### config.mk
export PLATFORM = sky130hd
export DESIGN_NAME = dds_gen
export DESIGN_NICKNAME = d
export VERILOG_FILES = /design/src/rtl/dds_pkg.sv /design/src/rtl/dds_wave_shaper.sv /design/src/rtl/dds_gen.sv
export SDC_FILE = /design/constraint.sdc
export NUM_CORES = 1
export LEC_CHECK = 0
export CAP_MARGIN = 40
export CORE_ASPECT_RATIO = 0.6
export CORE_MARGIN = 4
export CORE_UTILIZATION = 40
export CTS_CLUSTER_SIZE = 24
export DETAILED_ROUTE_END_ITERATION = 10
export HOLD_SLACK_MARGIN = 0.08
export PLACE_DENSITY = 0.58
export SKIP_CTS_REPAIR_TIMING = 1
export SYNTH_ARGS = -nofsm -noshare
export SYNTH_HDL_FRONTEND = slang
export SYNTH_HIERARCHICAL = 1
export SYNTH_SLANG_ARGS = --single-unit
### constraint.sdc
create_clock -name clk -period 4 [get_ports clk]
set_input_delay 0.6 -clock clk [delete_from_list [all_inputs] [get_ports clk]]
set_output_delay 0.6 -clock clk [all_outputs]
set_load 0.03 [all_outputs]
### src/rtl/dds_pkg.sv
`default_nettype none
// +----------------------------------------------------------------------+
// | Module      : dds_pkg                                                |
// | Description : Shared types for the DDS generator: waveform-mode      |
// |               encoding used by dds_gen and dds_wave_shaper.          |
// | Ports       : none (package)                                         |
// | Revision    : 1.0 - initial release                                  |
// +----------------------------------------------------------------------+
package dds_pkg;

   typedef enum logic [1:0] {
      MODE_SQUARE = 2'd0,
      MODE_SAW    = 2'd1,
      MODE_TRI    = 2'd2,
      MODE_RSVD   = 2'd3
   } mode_t;

endpackage : dds_pkg
`default_nettype wire

### src/rtl/dds_wave_shaper.sv
`default_nettype none
// +----------------------------------------------------------------------+
// | Module      : dds_wave_shaper                                        |
// | Description : Combinational phase-to-amplitude shaper. Turns a phase |
// |               address into a square, sawtooth or triangle sample.    |
// | Ports       : mode   - waveform select                               |
// |               phase  - PHASE_W-bit phase address                     |
// |               sample - OUT_W-bit amplitude                           |
// | Revision    : 1.0 - initial release                                  |
// +----------------------------------------------------------------------+
module dds_wave_shaper
   import dds_pkg::*;
#(
   parameter int PHASE_W = 11,
   parameter int OUT_W   = 8
) (
   input  mode_t              mode,
   input  logic [PHASE_W-1:0] phase,
   output logic [OUT_W-1:0]   sample
);

   logic             w_msb;
   logic [OUT_W-1:0] w_tri;
   logic             w_unused_phase;

   assign w_msb = phase[PHASE_W-1];
   // Triangle folds the lower half-period: the bits just below the MSB
   // ramp up, and are inverted in the second half to ramp back down.
   assign w_tri = phase[PHASE_W-2 -: OUT_W];
   // Low phase bits are not needed by any waveform at this sample width.
   assign w_unused_phase = ^phase;

   always_comb begin
      sample = '0;
      case (mode)
         MODE_SQUARE: sample = w_msb ? '0 : '1;
         MODE_SAW:    sample = phase[PHASE_W-1 -: OUT_W];
         MODE_TRI:    sample = w_msb ? ~w_tri : w_tri;
         default:     sample = '0;
      endcase
   end

endmodule : dds_wave_shaper
`default_nettype wire

### src/rtl/dds_gen.sv
`default_nettype none
// +----------------------------------------------------------------------+
// | Module      : dds_gen                                                |
// | Description : Direct digital synthesis generator. Phase accumulator  |
// |               with phase offset, waveform shaping and a two-stage    |
// |               registered output pipeline. Configuration is taken via |
// |               valid/ready into shadow registers and applied either   |
// |               on the next cycle or glitch-free at accumulator wrap.  |
// | Ports       : clk, rst         - clock, synchronous active-high reset|
// |               en               - accumulate enable                   |
// |               cfg_valid/ready  - configuration handshake             |
// |               cfg_k/p/mode     - tuning word, phase offset, waveform |
// |               wave_valid       - wave_out holds a new sample         |
// |               wave_out         - shaped sample                       |
// |               sq_out           - phase MSB, aligned with wave_out    |
// |               wrap_pulse       - sample follows an accumulator wrap  |
// | Revision    : 1.0 - initial release                                  |
// +----------------------------------------------------------------------+
module dds_gen
   import dds_pkg::*;
#(
   parameter int ACC_W       = 32,
   parameter int PHASE_W     = 11,
   parameter int OUT_W       = 8,
   parameter int SYNC_UPDATE = 1
) (
   input  logic               clk,
   input  logic               rst,
   input  logic               en,
   input  logic               cfg_valid,
   output logic               cfg_ready,
   input  logic [ACC_W-1:0]   cfg_k,
   input  logic [PHASE_W-1:0] cfg_p,
   input  logic [1:0]         cfg_mode,
   output logic               wave_valid,
   output logic [OUT_W-1:0]   wave_out,
   output logic               sq_out,
   output logic               wrap_pulse
);

   // Accumulator and active configuration
   logic [ACC_W-1:0]   r_acc;
   logic [ACC_W-1:0]   r_k_act;
   logic [PHASE_W-1:0] r_p_act;
   mode_t              r_mode_act;
   // Shadow configuration waiting to be applied
   logic [ACC_W-1:0]   r_k_shd;
   logic [PHASE_W-1:0] r_p_shd;
   mode_t              r_mode_shd;
   logic               r_pending;
   // Marks that the current r_acc value was produced by a wrapping add
   logic               r_wrap;
   // Pipeline stage 1
   logic [PHASE_W-1:0] r_s1_phase;
   mode_t              r_s1_mode;
   logic               r_s1_wrap;
   logic               r_s1_en;

   logic [ACC_W:0]     w_sum;
   logic               w_carry;
   logic               w_accept;
   logic               w_apply;
   logic [PHASE_W-1:0] w_phase;
   logic [OUT_W-1:0]   w_sample;

   assign w_sum    = {1'b0, r_acc} + {1'b0, r_k_act};
   assign w_carry  = en && w_sum[ACC_W];
   assign cfg_ready = !r_pending && !rst;
   assign w_accept = cfg_valid && cfg_ready;
   assign w_phase  = r_acc[ACC_W-1 -: PHASE_W] + r_p_act;

   generate
      if (SYNC_UPDATE != 0) begin : g_sync_apply
         // Swap only at a period boundary. A stopped or zero-step
         // accumulator never wraps, so those cases apply immediately.
         assign w_apply = r_pending && (w_carry || !en || (r_k_act == '0));
      end else begin : g_next_apply
         assign w_apply = r_pending;
      end
   endgenerate

   // Configuration handshake and apply. Accept and apply are mutually
   // exclusive because cfg_ready is low whenever a config is pending.
   always_ff @(posedge clk) begin
      if (rst) begin
         r_k_shd    <= '0;
         r_p_shd    <= '0;
         r_mode_shd <= MODE_SQUARE;
         r_pending  <= 1'b0;
         r_k_act    <= '0;
         r_p_act    <= '0;
         r_mode_act <= MODE_SQUARE;
      end else if (w_accept) begin
         r_k_shd    <= cfg_k;
         r_p_shd    <= cfg_p;
         r_mode_shd <= mode_t'(cfg_mode);
         r_pending  <= 1'b1;
      end else if (w_apply) begin
         r_k_act    <= r_k_shd;
         r_p_act    <= r_p_shd;
         r_mode_act <= r_mode_shd;
         r_pending  <= 1'b0;
      end
   end

   // Phase accumulator. The wrap flag travels with the value it describes.
   always_ff @(posedge clk) begin
      if (rst) begin
         r_acc  <= '0;
         r_wrap <= 1'b0;
      end else begin
         if (en) begin
            r_acc <= w_sum[ACC_W-1:0];
         end
         r_wrap <= w_carry;
      end
   end

   // Stage 1: phase address and its qualifiers. Advances even when en is
   // low so the last sample repeats with wave_valid deasserted.
   always_ff @(posedge clk) begin
      if (rst) begin
         r_s1_phase <= '0;
         r_s1_mode  <= MODE_SQUARE;
         r_s1_wrap  <= 1'b0;
         r_s1_en    <= 1'b0;
      end else begin
         r_s1_phase <= w_phase;
         r_s1_mode  <= r_mode_act;
         r_s1_wrap  <= r_wrap;
         r_s1_en    <= en;
      end
   end

   dds_wave_shaper #(
      .PHASE_W (PHASE_W),
      .OUT_W   (OUT_W)
   ) u_shaper (
      .mode   (r_s1_mode),
      .phase  (r_s1_phase),
      .sample (w_sample)
   );

   // Stage 2: registered outputs
   always_ff @(posedge clk) begin
      if (rst) begin
         wave_out   <= '0;
         sq_out     <= 1'b0;
         wrap_pulse <= 1'b0;
         wave_valid <= 1'b0;
      end else begin
         wave_out   <= w_sample;
         sq_out     <= r_s1_phase[PHASE_W-1];
         wrap_pulse <= r_s1_wrap;
         wave_valid <= r_s1_en;
      end
   end

endmodule : dds_gen
`default_nettype wire

==> results.json, run 1 <==
{
  "row_count": 37,
  "multi_input_area_mm2": 0.003999,
  "finalSetupViolations": 0,
  "start_util_pct": 41.49,
  "syn_inst": 842,
  "grt_pass1_vias": 5153,
  "drv_cap": 0,
  "pwr-share-clk_pct": 44.3,
  "final_common_cell": "nand2_1",
  "hold_path_class": "reg2reg",
  "vias_per_cell": 5.101,
  "clock_path_buffers": 2,
  "dp.final_hpwl_um": 12860,
  "finClkSkew_ns": 0.01874,
  "power.leakage_uw": 0.003700,
  "path_class": "reg2reg",
  "gr-total-overflow": 0,
  "clock-sinks": 148,
  "ios": 61,
  "cts-buffers-inserted": 17,
  "cts_root_buf": "clkbuf_16",
  "tns_ns": 0,
  "dr.pass1.iters": 5,
  "placedCellCount": 1102,
  "drv_slew": 0,
  "synthesis.area_mm2": 0.007222,
  "drt-wirelength-per-cell_um": 15.57,
  "syn_to_final_growth_pct": 18.40,
  "antenna_left": 0,
  "grt_use_total_pct": 17.52,
  "numPortBuffers": 60,
  "yosysWarningCount": 6,
  "clkTransAtPathRegs_ns": 0.07,
  "htree_levels": 4,
  "seqPwrFrac_pct": 44.8,
  "arrival_ns": 3.70,
  "timing.critical_path.mode_cell": "a21o_1",
  "powerDensity_mw_per_mm2": 415.9,
  "combPwrFrac_pct": 10.9,
  "grt_pass1_wl_um": 28500,
  "crit_family": "compound AO/OA/AOI/OAI gates",
  "tightest_slew_ns": 0.8732,
  "routed_wl_um": 17660,
  "rsz0062_at_grt": "no",
  "status": "complete, no violations",
  "crit_path_max_incr_delay_ns": 0.54,
  "slew_headroom_pct": 41.79,
  "intPower_uw": 2601,
  "drtIter0Drc": 407,
  "drive_gt1_share_pct": 5.778,
  "fp.dieH_um": 112.1,
  "path_buf_inv": 1,
  "crit_fanout": 29,
  "min_period_ns": 3.357,
  "required_ns": 4.35,
  "antenna_found_initial": 0,
  "synth_fp_nets": 935,
  "cts_tree": "built",
  "stdcell_count": 1134,
  "ff_latch_area_mm2": 0.002963,
  "max_freq_mhz": 297.9,
  "end_kind": "flip-flop",
  "num_vias": 5784,
  "die_x_um": 181.5,
  "crit_path_start_kind": "flip-flop",
  "num_antenna_cells": 0,
  "dieArea_mm2": 0.02034,
  "crit_chain": "ha_1 > fa_1 > a21o_1 > a21o_1 > a41o_1 > or4b_4 > a21oi_4 > o31ai_1 > nand2_1 > buf_4 > mux2i_1",
  "most-common-layout-cells": "nand2_1 (179), dfxtp_1 (148), o21ai_0 (74)",
  "avgSynthCellArea_um2": 8.577,
  "drc": 0,
  "grt_max_degree": 89,
  "insertion_delay_ns": 0.42,
  "fillers": 1708,
  "core_mm2": 0.01741,
  "place_congestion": 0.8931,
  "post-route-period-util_pct": 83.93,
  "slowest_stage": "or4b_4",
  "fin_nets": 980,
  "switching_share_pct": 26.85,
  "p_switching_uw": 954.9,
  "finalHoldViolCount": 0,
  "ir_drop_uv": 323.1
}
[worst reg2reg max path, delay by kind of cell, from the launching register on]
kind | cells | cell delay, ns
muxes | 1 | 0.27
buffers and inverters | 1 | 0.42
and+or+nand+nor | 2 | 0.64
adders and majority gates | 2 | 0.65
DFF | 1 | 0.31
AOI/OAI and AO/OA | 5 | 0.99
[power groups by stage]
| stage | combinational (uW) | sequential (uW) | clock [uW] |
|---|---|---|---|
| floorplan | 262 | 1620 | 0 |
| global placement | 385 | 1630 | 0 |
| detailed placement | 386 | 1630 | 0 |
| CTS | 388 | 1590 | 1610 |
| global route | 429 | 1600 | 1670 |
| finish | 387 | 1590 | 1570 |
[state kept, by name (all words and copies together), names as in the netlist]
name and flops:
r_acc 32, r_k_act 32, r_k_shd 32, r_p_act 11, r_p_shd 11, r_s1_phase 9
wave_out 8, r_mode_act 2, r_mode_shd 2, r_s1_mode 2, r_pending 1, r_s1_en 1
r_s1_wrap 1, r_wrap 1, sq_out 1, wave_valid 1, wrap_pulse 1
[cell type report]
type / count / area share (%)
clock inverters: 14 / 1.683
multi-input cells: 635 / 46.77
clock buffers: 18 / 5.019
repair buffers: 69 / 7.755
well taps: 234 / 3.424
flip-flops and latches: 148 / 34.65
inverters: 16 / 0.7024
[routing by layer]
layer	vias to the layer above	GRT usage (%)	wire length [um]
met3	11	3.497	980
met4	0	4.148	154
met2	145	20.25	5765
met5	-	0	0
li1	3026	-	-
met1	2602	30.83	10760
[per-stage QoR]
| stage | worst slack, ns | utilization, % | power (uW) | hold slack, ns | instance area (um^2) |
|---|---|---|---|---|---|
| floorplan | 1.024 | - | 1883 | 0.4040 | 7222 |
| global placement | 0.7306 | 45.83 | 2011 | 0.4170 | 7978 |
| detailed placement | 0.6888 | 45.83 | 2012 | 0.4297 | 7978 |
| CTS | 0.6443 | 49.12 | 3589 | 0.4439 | 8551 |
| global route | 0.4405 | 49.12 | 3701 | 0.4678 | 8551 |
| finish | 0.6428 | 49.12 | 3556 | 0.4381 | 8551 |
[final timing paths]
kind | slack, ns | start | depth (start not counted) | endpoint
max | 0.64 | r_acc[0] | 11 | r_k_act[12]
min | 0.44 | r_wrap | 1 | r_s1_wrap
max reg2reg | 0.64 | r_acc[0] | 11 | r_k_act[12]
min reg2reg | 0.44 | r_wrap | 1 | r_s1_wrap
Note: power is estimated with default switching activity, not from simulation.
==> run 2: changes to the inputs <==
==> constraint.sdc (replaced) <==
create_clock -name clk -period 3.45 [get_ports clk]
set_input_delay 0.5175 -clock clk [delete_from_list [all_inputs] [get_ports clk]]
set_output_delay 0.5175 -clock clk [all_outputs]
set_load 0.03 [all_outputs]
==> run 2 against run 1 <==
Compared with the run above: die area is the same; cell count hardly changed; clock skew shrank 0.0057 ns; via count rose by 0.17%; setup slack got worse by 0.39 ns; count of clock-buffer cells in the layout did not move; wire length is 0.50% lower; critical path depth stayed put; sequential power increased by 16%; flip-flop and latch count unchanged; largest cell class unchanged; critical endpoint is now r_k_act[7]; power grew 16%; combinational power up 18%.
==> results.json, run 2 (same netlist as run 1, synthesis figures left out) <==
{
  "status": "complete, no violations",
  "antenna_left": 0,
  "fp.dieH_um": 112.1,
  "slew_headroom_pct": 63.72,
  "cts_tree": "built",
  "path_buf_inv": 1,
  "numPortBuffers": 60,
  "hp-start": "r_s1_wrap",
  "grt_max_degree": 96,
  "multi_input_area_mm2": 0.003999,
  "arrival_ns": 3.54,
  "required_ns": 3.79,
  "dieArea_mm2": 0.02034,
  "cts-buffers-inserted": 17,
  "finClkSkew_ns": 0.01300,
  "drt-wirelength-per-cell_um": 15.51,
  "num_vias": 5794,
  "start_util_pct": 41.49,
  "path_class": "reg2reg",
  "rsz0062_at_grt": "no",
  "hold_path_class": "reg2reg",
  "r2r_start": "r_acc[0]",
  "dr.pass1.iters": 5,
  "crit_path_max_incr_delay_ns": 0.54,
  "crit_fanout": 29,
  "ir_drop_uv": 320.4,
  "crit_family": "compound AO/OA/AOI/OAI gates",
  "routed_wl_um": 17570,
  "design_area_mm2": 0.008581,
  "antenna_found_initial": 0,
  "timing.critical_path.mode_cell": "a21o_1",
  "die_x_um": 181.5,
  "drv_slew": 0,
  "top_regs": "r_acc x32, r_k_act x32, r_k_shd x32",
  "ios": 61,
  "drv_cap": 0,
  "finalSetupViolations": 0,
  "placed_area_mm2": 0.008008,
  "drtIter0Drc": 465,
  "grt_pass1_vias": 5280,
  "min_period_ns": 3.196,
  "tns_ns": 0,
  "power.leakage_uw": 0.003708,
  "powerDensity_mw_per_mm2": 482.8,
  "clkTransAtPathRegs_ns": 0.07,
  "clock-sinks": 148,
  "finalHoldViolCount": 0,
  "insertion_delay_ns": 0.42,
  "post-route-period-util_pct": 92.63,
  "dp.final_hpwl_um": 12840,
  "grt_pass1_wl_um": 28680,
  "drc": 0,
  "fillers": 1672,
  "drive_gt1_share_pct": 5.673,
  "fin_nets": 979,
  "clock_path_buffers": 2,
  "most-common-layout-cells": "nand2_1 (179), dfxtp_1 (148), o21ai_0 (74)",
  "place_congestion": 0.8441,
  "row_count": 37,
  "htree_levels": 4,
  "num_antenna_cells": 0,
  "crit_chain": "ha_1 > fa_1 > a21o_1 > a21o_1 > a41o_1 > or4b_4 > a21oi_4 > o31ai_1 > nand2_1 > buf_12 > mux2i_1",
  "grt_use_total_pct": 17.45,
  "max_freq_mhz": 312.9,
  "crit_path_start_kind": "flip-flop",
  "slowest_stage": "or4b_4",
  "tightest_slew_ns": 0.5441,
  "syn_to_final_growth_pct": 18.81,
  "crit_path_start": "r_acc[0]",
  "cts_root_buf": "clkbuf_16",
  "core_mm2": 0.01741,
  "vias_per_cell": 5.114,
  "end_kind": "flip-flop",
  "final_common_cell": "nand2_1",
  "ff_latch_area_mm2": 0.002963,
  "gr-total-overflow": 0
}
[run 2: cell count changes in the layout (fill, tap and decap cells not counted), sizes merged]
cell and change:
buf -1
[run 2: layout make-up]
type	instances	area share (%)
clock buffers	18	5.001
clock inverters	14	1.677
inverters	16	0.6999
multi-input cells	635	46.60
flip-flops and latches	148	34.53
well taps	234	3.412
repair buffers	68	8.078
[run 2: final timing paths]
kind | end | slack (ns) | cells after the start
max | r_k_act[7] | 0.25 | 11
min | wrap_pulse | 0.44 | 1
max reg2reg | r_k_act[7] | 0.25 | 11
min reg2reg | wrap_pulse | 0.44 | 1
[run 2: through the flow]
stage | total power, uW | setup WS [ns] | cells | utilization, % | hold WS (ns)
2_1_floorplan | 2183 | 0.4741 | 842 | - | 0.4040
4_1_cts | 4179 | 0.2669 | 1133 | 49.30 | 0.4263
3_3_place_gp | 2339 | 0.3670 | 1101 | 46.00 | 0.4192
6_report | 4142 | 0.2542 | 1133 | 49.30 | 0.4397
5_1_grt | 4298 | 0.1215 | 1133 | 49.30 | 0.4568
3_5_place_dp | 2342 | 0.2968 | 1101 | 46.00 | 0.4256
[run 2: power by group]
part | internal, uW | switching (uW) | total (uW)
combinational | 207 | 248 | 455
sequential | 1800 | 52.9 | 1850
clock | 1020 | 820 | 1840
total | 3020 | 1120 | 4140
[run 2: layer usage]
metal | global-route usage (%) | up-vias | wire [um]
li1 | - | 3010 | -
met1 | 30.06 | 2608 | 10340
met2 | 20.68 | 165 | 5936
met3 | 3.983 | 11 | 1170
met4 | 4.048 | 0 | 126
met5 | 0 | - | 0
==> run 3: changes to the inputs <==
--- a/config.mk
+++ b/config.mk
@@ -8,11 +8,11 @@
 export CAP_MARGIN = 40
 export CORE_ASPECT_RATIO = 0.6
 export CORE_MARGIN = 4
-export CORE_UTILIZATION = 40
+export CORE_UTILIZATION = 58
 export CTS_CLUSTER_SIZE = 24
 export DETAILED_ROUTE_END_ITERATION = 10
-export HOLD_SLACK_MARGIN = 0.08
-export PLACE_DENSITY = 0.58
+export HOLD_SLACK_MARGIN = 0.15
+export PLACE_DENSITY = 0.79
 export SKIP_CTS_REPAIR_TIMING = 1
 export SYNTH_ARGS = -nofsm -noshare
 export SYNTH_HDL_FRONTEND = slang
==> run 3 against run 2 <==
Compared with the run above: sequential power is essentially flat; sequential share of layout area increased by 0.37 points; fmax fell by 3.6%; non-clock buffer count up 1; critical path depth did not move; clock skew is 0.00099 ns lower; core utilization increased by 21 points; combinational power is essentially flat.
==> results.json, run 3 (same netlist as run 1, synthesis figures left out) <==
{
  "gr-total-overflow": 0,
  "arrival_ns": 3.66,
  "start_util_pct": 59.68,
  "syn_to_final_growth_pct": 17.57,
  "num_vias": 6155,
  "grt_pass1_vias": 5902,
  "grt_use_total_pct": 25.73,
  "r2r_slack_ns": 0.14,
  "finalHoldViolCount": 0,
  "end_kind": "flip-flop",
  "hold_path_class": "in2reg",
  "htree_levels": 4,
  "drive_gt1_share_pct": 5.778,
  "powerDensity_mw_per_mm2": 488.9,
  "clock_path_buffers": 2,
  "antenna_left": 0,
  "vias_per_cell": 5.779,
  "antenna_found_initial": 0,
  "grt_pass1_wl_um": 29700,
  "cts_tree": "built",
  "row_count": 31,
  "cts-buffers-inserted": 17,
  "insertion_delay_ns": 0.43,
  "grt_max_degree": 69,
  "clkTransAtPathRegs_ns": 0.07,
  "dieArea_mm2": 0.01436,
  "slew_headroom_pct": 59.40,
  "finalSetupViolations": 0,
  "die_x_um": 152.1,
  "num_antenna_cells": 0,
  "drc": 0,
  "crit_fanout": 29,
  "core_mm2": 0.01210,
  "tightest_slew_ns": 0.6091,
  "clock-sinks": 148,
  "drt-wirelength-per-cell_um": 17.11,
  "post-route-period-util_pct": 96.07,
  "dp.final_hpwl_um": 13020,
  "crit_path_start_kind": "flip-flop",
  "max_freq_mhz": 301.7,
  "numPortBuffers": 60,
  "tns_ns": 0,
  "drv_slew": 0,
  "cts_root_buf": "clkbuf_16",
  "routed_wl_um": 18220,
  "final_util_pct": 70.16,
  "most-common-layout-cells": "nand2_1 (179), dfxtp_1 (148), o21ai_0 (74)",
  "path_class": "reg2reg",
  "rsz0062_at_grt": "no",
  "drv_cap": 0,
  "dr.pass1.iters": 5,
  "ir_drop_uv": 401.3,
  "power.leakage_uw": 0.003718,
  "drtIter0Drc": 507,
  "final_common_cell": "nand2_1",
  "place_congestion": 0.8999,
  "min_period_ns": 3.315,
  "status": "complete, no violations",
  "fin_nets": 980,
  "finClkSkew_ns": 0.01201,
  "ios": 61,
  "top_regs": "r_acc x32, r_k_act x32, r_k_shd x32",
  "required_ns": 3.79,
  "fp.dieH_um": 94.44
}
run 3: changes by cell type in the layout (fill, tap and decap cells not counted):
cell and change:
buf_12 -2, buf_4 +3, clkinv_2 -1, clkinv_8 +1, clkinvlp_4 -2, inv_6 +2
run 3: layer usage:
metal | part of all wire, % | global-route usage, %
met2 | 41 | 38.55
met3 | 8.5 | 6.410
met4 | 1.4 | 7.853
met5 | 0 | 0
met1 | 49 | 36.75
run 3: final timing paths:
path / from / to / cells after the start
worst max register to register: r_acc[0] / r_k_act[25] / 11
worst min register to register: r_s1_wrap / wrap_pulse / 1
worst max-delay path: r_acc[0] / r_k_act[25] / 11
worst min-delay path: rst / r_pending / 2
run 3: metrics by stage:
| step | total power, uW | instances | worst slack (ns) | hold WS, ns | cell area (um^2) |
|---|---|---|---|---|---|
| after CTS | 4165 | 1065 | 0.1703 | 0.4146 | 8491 |
| after global placement | 2316 | 1033 | 0.3613 | 0.4223 | 7904 |
| final | 4151 | 1065 | 0.1355 | 0.4328 | 8491 |
| after detailed placement | 2337 | 1033 | 0.2541 | 0.4377 | 7904 |
| after global routing | 4296 | 1065 | 0.05570 | 0.4308 | 8491 |
| after floorplan | 2183 | 842 | 0.4741 | 0.4040 | 7222 |
run 3: critical path, cell delays in order (launching register included):
cell     delay, ns
dfxtp_1       0.32
ha_1          0.22
fa_1          0.43
a21o_1        0.19
a21o_1        0.22
a41o_1        0.27
or4b_4        0.53
a21oi_4       0.21
o31ai_1       0.18
nand2_1       0.16
buf_12        0.24
mux2i_1       0.25
run 3: layout make-up:
cell class / instances / area (um^2)
clock buffer: 18 / 429.2
clock inverter: 14 / 157.7
fill: 924 / 3611
inverter: 16 / 60.06
multi-input combinational: 635 / 3999
sequential: 148 / 2963
tap: 165 / 206.4
timing repair buffer: 69 / 675.6
run 3: where the power goes:
part           internal (uW)  switching (uW)
registers               1800            56.0
clock network           1030             810
logic                    205             254
total                   3030            1120
